===== config.mk =====
export PLATFORM = sky130hd
export DESIGN_NAME = logic_scan_driver
export DESIGN_NICKNAME = d
export VERILOG_FILES = /design/src/rtl/logic_scan_pkg.sv /design/src/rtl/scan_settle_timer.sv /design/src/rtl/logic_scan_driver.sv
export SDC_FILE = /design/constraint.sdc
export NUM_CORES = 1
export LEC_CHECK = 0
export CORE_MARGIN = 10
export CORE_UTILIZATION = 35
export CTS_BUF_LIST = sky130_fd_sc_hd__clkbuf_4 sky130_fd_sc_hd__clkbuf_8
export CTS_CLUSTER_DIAMETER = 200
export DETAILED_ROUTE_END_ITERATION = 10
export DONT_BUFFER_PORTS = 1
export GPL_ROUTABILITY_DRIVEN = 1
export PLACE_DENSITY = 0.52
export RECOVER_POWER = 100
export SLEW_MARGIN = 20
export SYNTH_ARGS = -nofsm -noshare
export SYNTH_HDL_FRONTEND = slang
export SYNTH_SLANG_ARGS = --single-unit

===== constraint.sdc =====
create_clock -name clk -period 2.3 [get_ports clk]
set_clock_uncertainty 0.05 [all_clocks]
set_input_delay 0.46 -clock clk [delete_from_list [all_inputs] [get_ports clk]]
set_output_delay 0.46 -clock clk [all_outputs]
set_load 0.01 [all_outputs]

===== src/rtl/logic_scan_pkg.sv =====
// Shared types and constants for the logic scan driver: FSM state encoding,
// settle-timer sizing and golden truth tables of the small test circuits.
// Golden tables are indexed by the input vector {A,B,C}; bit k is the output
// the circuit must produce for input value k.
package logic_scan_pkg;

    typedef enum logic [1:0] {
        S_IDLE   = 2'd0,
        S_SETTLE = 2'd1,
        S_SAMPLE = 2'd2,
        S_DONE   = 2'd3
    } scan_state_e;

    // Settle timer width; the settle time per vector is limited to 0..15 cycles.
    localparam int SETTLE_CNT_W = 4;
    localparam int SETTLE_MAX   = 15;

    // out = ~(A&B) | (B&C): only {A,B,C} = 3'b110 yields 0.
    localparam logic [7:0] CIRCUIT5_GOLDEN = 8'hBF;
    // Reference tables for the other bench circuits.
    localparam logic [7:0] AND3_GOLDEN     = 8'h80;
    localparam logic [7:0] OR3_GOLDEN      = 8'hFE;
    localparam logic [7:0] XOR3_GOLDEN     = 8'h96;
    localparam logic [7:0] MAJ3_GOLDEN     = 8'hE8;

    // Clamp a requested settle time into the range the timer can count.
    function automatic logic [SETTLE_CNT_W-1:0] settle_load(input int cycles);
        logic [SETTLE_CNT_W-1:0] val;
        if (cycles > SETTLE_MAX) begin
            val = SETTLE_CNT_W'(SETTLE_MAX);
        end else if (cycles < 0) begin
            val = '0;
        end else begin
            val = SETTLE_CNT_W'(cycles);
        end
        return val;
    endfunction

endpackage


===== src/rtl/scan_settle_timer.sv =====
// Loadable down-counter that measures the hold time of one scan vector.
// The count is loaded on the edge that launches a vector; while enabled it
// counts down, and expire marks the last settle cycle so the controller
// moves to sampling on the following edge.
module scan_settle_timer
    import logic_scan_pkg::*;
(
    input  logic                    clk,
    input  logic                    rst_n,
    input  logic                    load,
    input  logic [SETTLE_CNT_W-1:0] load_val,
    input  logic                    en,
    output logic                    expire
);

    logic [SETTLE_CNT_W-1:0] cnt;

    // Load takes priority; otherwise count down while enabled, stopping at zero.
    always_ff @(posedge clk or negedge rst_n) begin
        if (!rst_n) begin
            cnt <= '0;
        end else if (load) begin
            cnt <= load_val;
        end else if (en && (cnt != '0)) begin
            cnt <= cnt - 1'b1;
        end
    end

    // A count of one (or zero, defensively) means this is the final settle cycle.
    assign expire = en && (cnt <= SETTLE_CNT_W'(1));

endmodule


===== src/rtl/logic_scan_driver.sv =====
// logic_scan_driver: exhaustive truth-table scanner for a small combinational
// circuit. On start it drives every input vector in ascending order, holds each
// one for SETTLE_CYCLES extra cycles, samples the circuit output into table_q
// and grades the captured table against the golden mask latched at start.
// Every output comes straight from a register.
module logic_scan_driver
    import logic_scan_pkg::*;
#(
    parameter int N_IN          = 3,
    parameter int SETTLE_CYCLES = 2
) (
    input  logic                  clk,
    input  logic                  rst_n,
    input  logic                  start,
    input  logic [2**N_IN-1:0]    expected,
    output logic [N_IN-1:0]       stim,
    input  logic                  dut_out,
    output logic                  busy,
    output logic                  done,
    output logic [2**N_IN-1:0]    table_q,
    output logic                  pass,
    output logic [N_IN:0]         mismatch_count,
    output logic                  first_fail_valid,
    output logic [N_IN-1:0]       first_fail_idx
);

    localparam int                      TBL_W      = 2**N_IN;
    localparam logic [N_IN-1:0]         IDX_MAX    = '1;
    localparam bit                      NO_SETTLE  = (SETTLE_CYCLES == 0);
    localparam logic [SETTLE_CNT_W-1:0] SETTLE_VAL = settle_load(SETTLE_CYCLES);

    scan_state_e        state;
    scan_state_e        state_nxt;

    // Current vector index; it doubles as the stimulus register.
    logic [N_IN-1:0]    idx;
    // Golden mask captured when the scan is accepted.
    logic [TBL_W-1:0]   exp_q;
    // Captured table with the current sample merged in.
    logic [TBL_W-1:0]   table_nxt;
    logic               vec_miss;

    // FSM control strobes.
    logic               accept;
    logic               sample_en;
    logic               last_vec;
    logic               tmr_load;
    logic               tmr_en;
    logic               tmr_expire;

    scan_settle_timer u_settle_timer (
        .clk      (clk),
        .rst_n    (rst_n),
        .load     (tmr_load),
        .load_val (SETTLE_VAL),
        .en       (tmr_en),
        .expire   (tmr_expire)
    );

    // State register.
    always_ff @(posedge clk or negedge rst_n) begin
        if (!rst_n) begin
            state <= S_IDLE;
        end else begin
            state <= state_nxt;
        end
    end

    // Next-state logic: one SETTLE stretch plus one SAMPLE cycle per vector.
    always_comb begin
        state_nxt = state;
        case (state)
            S_IDLE: begin
                if (start) begin
                    state_nxt = NO_SETTLE ? S_SAMPLE : S_SETTLE;
                end
            end
            S_SETTLE: begin
                if (tmr_expire) begin
                    state_nxt = S_SAMPLE;
                end
            end
            S_SAMPLE: begin
                if (idx == IDX_MAX) begin
                    state_nxt = S_DONE;
                end else begin
                    state_nxt = NO_SETTLE ? S_SAMPLE : S_SETTLE;
                end
            end
            S_DONE: begin
                state_nxt = S_IDLE;
            end
            default: begin
                state_nxt = S_IDLE;
            end
        endcase
    end

    // Output decode: control strobes for the datapath and settle timer.
    always_comb begin
        accept    = 1'b0;
        sample_en = 1'b0;
        last_vec  = 1'b0;
        tmr_load  = 1'b0;
        tmr_en    = 1'b0;
        case (state)
            S_IDLE: begin
                accept   = start;
                tmr_load = start;
            end
            S_SETTLE: begin
                tmr_en = 1'b1;
            end
            S_SAMPLE: begin
                sample_en = 1'b1;
                last_vec  = (idx == IDX_MAX);
                tmr_load  = (idx != IDX_MAX);
            end
            default: begin
            end
        endcase
    end

    // Merge the sampled output into the table and flag disagreement with the golden bit.
    always_comb begin
        table_nxt      = table_q;
        table_nxt[idx] = dut_out;
        vec_miss       = (dut_out != exp_q[idx]);
    end

    // Golden mask is plain data: it only needs to be valid once a scan is accepted.
    always_ff @(posedge clk) begin
        if (accept) begin
            exp_q <= expected;
        end
    end

    // Scan datapath: vector stepping, capture, grading and handshake flags.
    always_ff @(posedge clk or negedge rst_n) begin
        if (!rst_n) begin
            idx              <= '0;
            busy             <= 1'b0;
            done             <= 1'b0;
            table_q          <= '0;
            pass             <= 1'b0;
            mismatch_count   <= '0;
            first_fail_valid <= 1'b0;
            first_fail_idx   <= '0;
        end else begin
            done <= 1'b0;
            if (accept) begin
                idx              <= '0;
                busy             <= 1'b1;
                table_q          <= '0;
                pass             <= 1'b0;
                mismatch_count   <= '0;
                first_fail_valid <= 1'b0;
                first_fail_idx   <= '0;
            end else if (sample_en) begin
                table_q <= table_nxt;
                if (vec_miss) begin
                    mismatch_count <= mismatch_count + 1'b1;
                    if (!first_fail_valid) begin
                        first_fail_valid <= 1'b1;
                        first_fail_idx   <= idx;
                    end
                end
                if (last_vec) begin
                    // Final vector: results become valid and the inputs park at zero.
                    idx  <= '0;
                    busy <= 1'b0;
                    done <= 1'b1;
                    pass <= (table_nxt == exp_q);
                end else begin
                    idx <= idx + 1'b1;
                end
            end
        end
    end

    assign stim = idx;

endmodule

==> flow_metrics.py, run 1 <==
metrics = {
    "status": {
        "status": "finished, final reports clean",
    },
    "placed_design": {
        "post-dp-hpwl_um": 3470,
        "place_area_sq_um": 2100,
        "io_buffers": 0,
        "gp_congestion": 0.849,
    },
    "routing": {
        "num_vias": 1364,
        "wl_um": 4530,
        "viasPerCell": 5.15,
        "drt_iter0_markers": 67,
        "drtAntennaViolNets": 0,
        "wire_per_inst_um": 17.1,
        "drtPass1Iterations": 4,
        "drc": 0,
    },
    "cells_and_area": {
        "drive_gt1_frac": 0.109,
        "multi_input_area_sq_um": 982,
        "nFillCells": 558,
        "antenna_cells": 0,
        "regArea_sq_um": 941,
        "final_cell_area_sq_um": 2190,
        "area_growth_pct": 6.96,
        "finalNetCount": 210,
    },
    "clocking": {
        "cts_tree": "built",
        "cts_resized": 0,
        "cts_sinks": 36,
        "cts_setup_buffers": 0,
        "clockRootBuffer": "clkbuf_8",
        "cts.path.max_buffers": 2,
        "clk_latency_ps": 280,
        "clk_pin_slew_ps": 80,
        "htree_levels": 2,
        "cts_buffers": 5,
    },
    "yosys": {
        "synthArstFlopShare": 0.778,
        "synth_edf_count": 8,
        "syn_nets": 204,
        "ys_top_cells_by_area": "dfrtp_1 (34%), edfxtp_1 (12%), mux2i_1 (10%)",
        "synth_top_cell_area_share": 0.342,
        "synth_area_leader_cell": "dfrtp_1",
        "post_synth_num_cell_types": 42,
        "synth_area_per_cell_sq_um": 11.0,
        "yosys_warnings": 0,
        "synth_common_cells": "dfrtp_1 (28), nand2_1 (28), mux2i_1 (21), o21ai_0 (12), nor2_1 (9)",
        "ys_seq_area_frac": 0.459,
        "synth_seq_cells": 36,
        "syn_inst": 186,
        "yosys_most_used_dff": "dfrtp_1",
        "netlist_area_sq_um": 2050,
    },
    "sta": {
        "final-hold-violation-count": 0,
        "fin_setup_tns_ps": 0,
        "tightestPinTransition_ps": 1300,
        "rsz0062_at_grt": "no",
        "slew_viol_final": 0,
        "max_freq_mhz": 481,
        "min_period_ps": 2080,
        "slew_headroom": 0.135,
        "setup_viol": 0,
        "post-route-period-util": 0.904,
    },
    "critical_path": {
        "cp.required_ps": 2430,
        "startpoint": "stim[0]$_DFFE_PN0P_",
        "reg2reg_to": "mismatch_count[2]$_DFFE_PN0P_",
        "ff2ff_path_depth": 5,
        "cp_max_fo": 15,
        "rr_startpoint": "stim[0]$_DFFE_PN0P_",
        "path_class": "reg -> reg",
        "rrSetupSlack_ps": 220,
        "worstSetupEndpointType": "register",
        "worstPathArrival_ps": 2210,
        "start_kind": "register",
    },
    "global_route": {
        "grt_start_max_net_pins": 29,
        "gr-max-usage-layer": "met2",
        "grt_util_met1": 0.122,
        "grt_usage": 0.104,
        "grt_pass1_wl_um": 7450,
        "grt_pass1_vias": 1448,
        "grt_antenna_before_repair": 0,
        "use_met3": 0.0493,
        "gr-total-overflow": 0,
        "grt.met2_usage": 0.163,
    },
    "floorplanning": {
        "die_area_sq_um": 9320,
        "core_region_area_sq_um": 5610,
        "num_io_pins": 34,
        "start_util": 0.365,
        "dieHeight_um": 96.5,
        "fp-row-count": 27,
        "die_w_um": 96.5,
    },
    "worst_hold_path": {
        "worstHoldPathCells": 0,
        "hold_start": "expected[6]",
        "holdPathEnd": "exp_q[6]$_DFFE_PP_",
        "hold_path_class": "in -> reg",
    },
    "flow_run": {
        "cap_viol_max_count": 0,
    },
    "pwr": {
        "leakage_nw": 1.01,
        "ir_worst_vdd_v": 0.000382,
        "powerDensity_nw_per_um2": 1020,
    },
}
## layout make-up
cell class	count	share of cell area
inverters	8	0.0137
multi-input cells	136	0.448
well taps	72	0.0411
clock inverters	2	0.0160
flip-flops and latches	36	0.429
clock buffers	6	0.0348
repair buffers	5	0.0171
## kinds of logic (layout without fill, tap and decap cells)
kind of cell    after synthesis  after routing  share of synthesized area
simple gates                 65             65                      0.176
fa+ha+maj                     6              6                     0.0366
buf+inv                      14             21                     0.0433
mux                          24             24                      0.125
flops                        36             36                      0.459
compound gates               29             29                      0.109
xor+xnor                     12             12                     0.0513
## where the power goes
group          internal [W]  leakage, nW  total (W)  switching, W
combinational      0.000290        0.497   0.000690      0.000400
clock              0.000334       0.0586   0.000559      0.000226
sequential         0.000787        0.450   0.000988      0.000201
total               0.00141         1.01    0.00224      0.000827
## worst max-delay path by stage
| stage | end | depth (start not counted) |
|---|---|---|
| final | mismatch_count[2]$_DFFE_PN0P_ | 5 |
| after global routing | pass$_DFFE_PN0P_ | 5 |
| after CTS | pass$_DFFE_PN0P_ | 5 |
| after detailed placement | pass$_DFFE_PN0P_ | 5 |
| after global placement | pass$_DFFE_PN0P_ | 5 |
| after floorplan | pass$_DFFE_PN0P_ | 6 |
## state kept, by name (all words and copies together) (netlist names), 2 cells and up
signal / count
table_q: 8
stim: 3
mismatch_count: 4
u_settle_timer.cnt: 4
exp_q: 8
state: 2
first_fail_idx: 3
## metrics by stage
stage	hold WS (ps)	std cells	util	setup WS (ps)	total power, W
floorplan	114	186	-	495	0.00159
global placement	116	255	0.375	353	0.00171
detailed placement	116	255	0.375	258	0.00174
CTS	210	265	0.400	240	0.00232
global route	195	265	0.391	41.0	0.00241
finish	220	265	0.391	221	0.00224
## repair_timing
action,4_1_cts,5_1_grt
hold endpoints to repair,28,0
hold buffers,2,0
endpoints found under the setup margin,0,0
## worst max-delay path: stages, from the launching register on
cell and delay [ps]:
dfrtp_1 670, mux2_4 250, o22ai_1 130, nor4_2 490, nor2_2 130, a31o_1 250
## placed cells by master, fill, tap and decap left out, drive strengths merged, types with 3 or more instances in the layout
master | synthesis | layout
nand2b | 5 | 5
nor2 | 10 | 10
mux2 | 3 | 3
ha | 6 | 6
or2b | 3 | 3
o31ai | 3 | 3
clkbuf | 0 | 8
edfxtp | 8 | 8
xnor2 | 5 | 5
nor3 | 6 | 6
dfrtp | 28 | 28
nand3 | 3 | 3
a21oi | 3 | 3
mux2i | 21 | 21
nand2 | 28 | 28
xor2 | 7 | 7
inv | 8 | 8
o21ai | 12 | 12
## layer usage
| metal | part of all wire | routed length (um) |
|---|---|---|
| met4 | 0.011 | 51 |
| met3 | 0.086 | 389 |
| met1 | 0.43 | 1960 |
| met2 | 0.47 | 2130 |
| met5 | 0 | 0 |
Note: power is estimated with default switching activity, not from simulation.
==> run 2, diff against run 1 <==
--- a/config.mk
+++ b/config.mk
@@ -12,7 +12,7 @@
 export DETAILED_ROUTE_END_ITERATION = 10
 export DONT_BUFFER_PORTS = 1
 export GPL_ROUTABILITY_DRIVEN = 1
-export PLACE_DENSITY = 0.52
+export PLACE_DENSITY = 0.54
 export RECOVER_POWER = 100
 export SLEW_MARGIN = 20
 export SYNTH_ARGS = -nofsm -noshare
==> constraint.sdc (replaced) <==
create_clock -name clk -period 1.68 [get_ports clk]
set_clock_uncertainty 0.05 [all_clocks]
set_input_delay 0.336 -clock clk [delete_from_list [all_inputs] [get_ports clk]]
set_output_delay 0.336 -clock clk [all_outputs]
set_load 0.01 [all_outputs]
==> run 2 against run 1 <==
Compared with the run above: the run now ends with negative setup slack left; setup slack worse by 350 ps; cell area is 16% higher; clock-buffer cell count is 1 higher; combinational power is 120% higher; first-iteration DRC count is 13% higher; power is 52% higher; via count is 10% higher; sequential power is 31% higher; global-route usage is 0.86 points higher; register-to-register slack worse by 350 ps; maximum frequency is 15% higher; critical path type unchanged; critical endpoint is now pass$_DFFE_PN0P_; highest routed layer unchanged.
==> flow_metrics.py, run 2 (synthesis results as in run 1) <==
metrics = {
    "sta": {
        "max_freq_mhz": 552,
        "holdWs_ps": 92.3,
        "tightestPinTransition_ps": 721,
        "rsz0062_at_grt": "yes",
        "final-hold-violation-count": 0,
        "slew_headroom": 0.520,
        "fin_ws_ps": -132,
        "slew_viol_final": 0,
        "min_period_ps": 1810,
        "setup_viol": 7,
        "post-route-period-util": 1.08,
    },
    "routing": {
        "num_vias": 1502,
        "wl_um": 4890,
        "drtAntennaViolNets": 0,
        "drt_iter0_markers": 76,
        "drtPass1Iterations": 4,
        "wire_per_inst_um": 16.4,
        "viasPerCell": 5.02,
        "drc": 0,
    },
    "cells_and_area": {
        "nFillCells": 548,
        "finalNetCount": 244,
        "antenna_cells": 0,
        "mostFrequentLayoutCells": "nand2_1 (28), buf_4 (26), dfrtp_1 (25), mux2i_1 (21), o21ai_0 (10)",
        "final_cell_area_sq_um": 2540,
        "drive_gt1_frac": 0.295,
        "reg.largest.list": "exp_q x8, table_q x8",
        "finish.utilization": 0.453,
        "area_growth_pct": 24.1,
        "instances_no_fill": 299,
        "final_common_cell": "nand2_1",
    },
    "floorplanning": {
        "core_region_area_sq_um": 5610,
        "die_area_sq_um": 9320,
        "fp-row-count": 27,
        "num_io_pins": 34,
        "start_util": 0.365,
        "die_w_um": 96.5,
        "dieHeight_um": 96.5,
    },
    "critical_path": {
        "path_class": "reg -> reg",
        "crit_family": "simple AND/OR/NAND/NOR gates",
        "cp.required_ps": 1830,
        "crit_chain": "buf_4 > ha_1 > ha_2 > o211ai_1 > nor4_2 > nand4_1 > o31ai_2",
        "slowest_stage": "dfrtp_2",
        "rrSetupSlack_ps": -130,
        "worstPathArrival_ps": 1960,
        "start_kind": "register",
        "worstSetupEndpointType": "register",
        "cp_max_fo": 5,
        "critPathMaxStageDelay_ps": 410,
        "crit_buf_inv": 1,
    },
    "pwr": {
        "seqPwrFrac": 0.378,
        "comb_power_share": 0.437,
        "p_sw_frac": 0.376,
        "clockPowerShare": 0.185,
        "powerDensity_nw_per_um2": 1340,
        "p_switching_w": 0.00128,
        "leakage_nw": 1.21,
        "ir_worst_vdd_v": 0.000549,
        "p_int_w": 0.00213,
    },
    "global_route": {
        "grt_pass1_wl_um": 8110,
        "grt_pass1_vias": 1578,
        "grt.met2_usage": 0.180,
        "grt_util_met1": 0.133,
        "grt_usage": 0.113,
        "use_met3": 0.0493,
        "grt_antenna_before_repair": 0,
        "gr-max-usage-layer": "met2",
        "grt_start_max_net_pins": 29,
        "gr-total-overflow": 0,
    },
    "placed_design": {
        "place_area_sq_um": 2330,
        "post-place-cells": 281,
        "place_ws_ps": -272,
        "gp_congestion": 0.856,
        "io_buffers": 0,
        "post-dp-hpwl_um": 3710,
    },
    "status": {
        "status": "finished, violations left",
        "violations": "negative setup slack",
    },
    "clocking": {
        "clk_latency_ps": 290,
        "cts_sinks": 36,
        "cts_buffers": 5,
        "cts.path.max_buffers": 2,
        "clk_pin_slew_ps": 70,
        "htree_levels": 2,
        "clockRootBuffer": "clkbuf_8",
        "cts_tree": "built",
    },
    "worst_hold_path": {
        "hold_path_class": "in -> reg",
    },
    "flow_run": {
        "cap_viol_max_count": 0,
    },
}
[run 2: worst paths after layout]
| kind | from | endpoint | cells after the start |
|---|---|---|---|
| setup reg to reg | stim[0]$_DFFE_PN0P_ | pass$_DFFE_PN0P_ | 7 |
| hold reg to reg | u_settle_timer.cnt[3]$_DFFE_PN0P_ | state[1]$_DFFE_PN0P_ | 1 |
| max in group asynchronous | rst_n | stim[0]$_DFFE_PN0P_ | 2 |
| setup / recovery | stim[0]$_DFFE_PN0P_ | pass$_DFFE_PN0P_ | 7 |
| min in group asynchronous | rst_n | mismatch_count[3]$_DFFE_PN0P_ | 2 |
| hold / removal | expected[2] | exp_q[2]$_DFFE_PP_ | 0 |
[run 2: area by class of cell]
type	instances	area, sq um	area share
inverter	8	30.0	0.0118
clock buffer	7	83.8	0.0330
clock inverter	1	5.00	0.00197
timing repair buffer	39	302	0.119
tap	72	90.1	0.0354
multi-input combinational	136	1090	0.428
sequential	36	945	0.372
[run 2: per-layer routing]
| metal | share of wire | vias to the layer above |
|---|---|---|
| li1 | - | 731 |
| met1 | 0.43 | 732 |
| met2 | 0.48 | 32 |
| met3 | 0.073 | 7 |
| met4 | 0.013 | 0 |
| met5 | 0 | - |
[run 2: through the flow]
stage	total power [W]	TNS, ps
2_1_floorplan	0.00223	-51.9
3_3_place_gp	0.00260	-912
3_5_place_dp	0.00266	-1290
4_1_cts	0.00345	-737
5_1_grt	0.00364	-1480
6_report	0.00341	-536
[run 2: timing repair]
item                                    4_1_cts  5_1_grt
endpoints found under the setup margin       15       10
hold endpoints to repair                     28        0
pin swaps                                     7        3
resized for setup                            11        6
setup buffers                                 8        2
hold buffers                                  2        0
[run 2: power by group through the flow]
stage / sequential [W] / combinational, W / clock, W
2_1_floorplan: 0.00126 / 0.000966 / 0
5_1_grt: 0.00131 / 0.00163 / 0.000702
4_1_cts: 0.00129 / 0.00151 / 0.000649
3_3_place_gp: 0.00132 / 0.00127 / 0
6_report: 0.00129 / 0.00149 / 0.000632
3_5_place_dp: 0.00134 / 0.00132 / 0
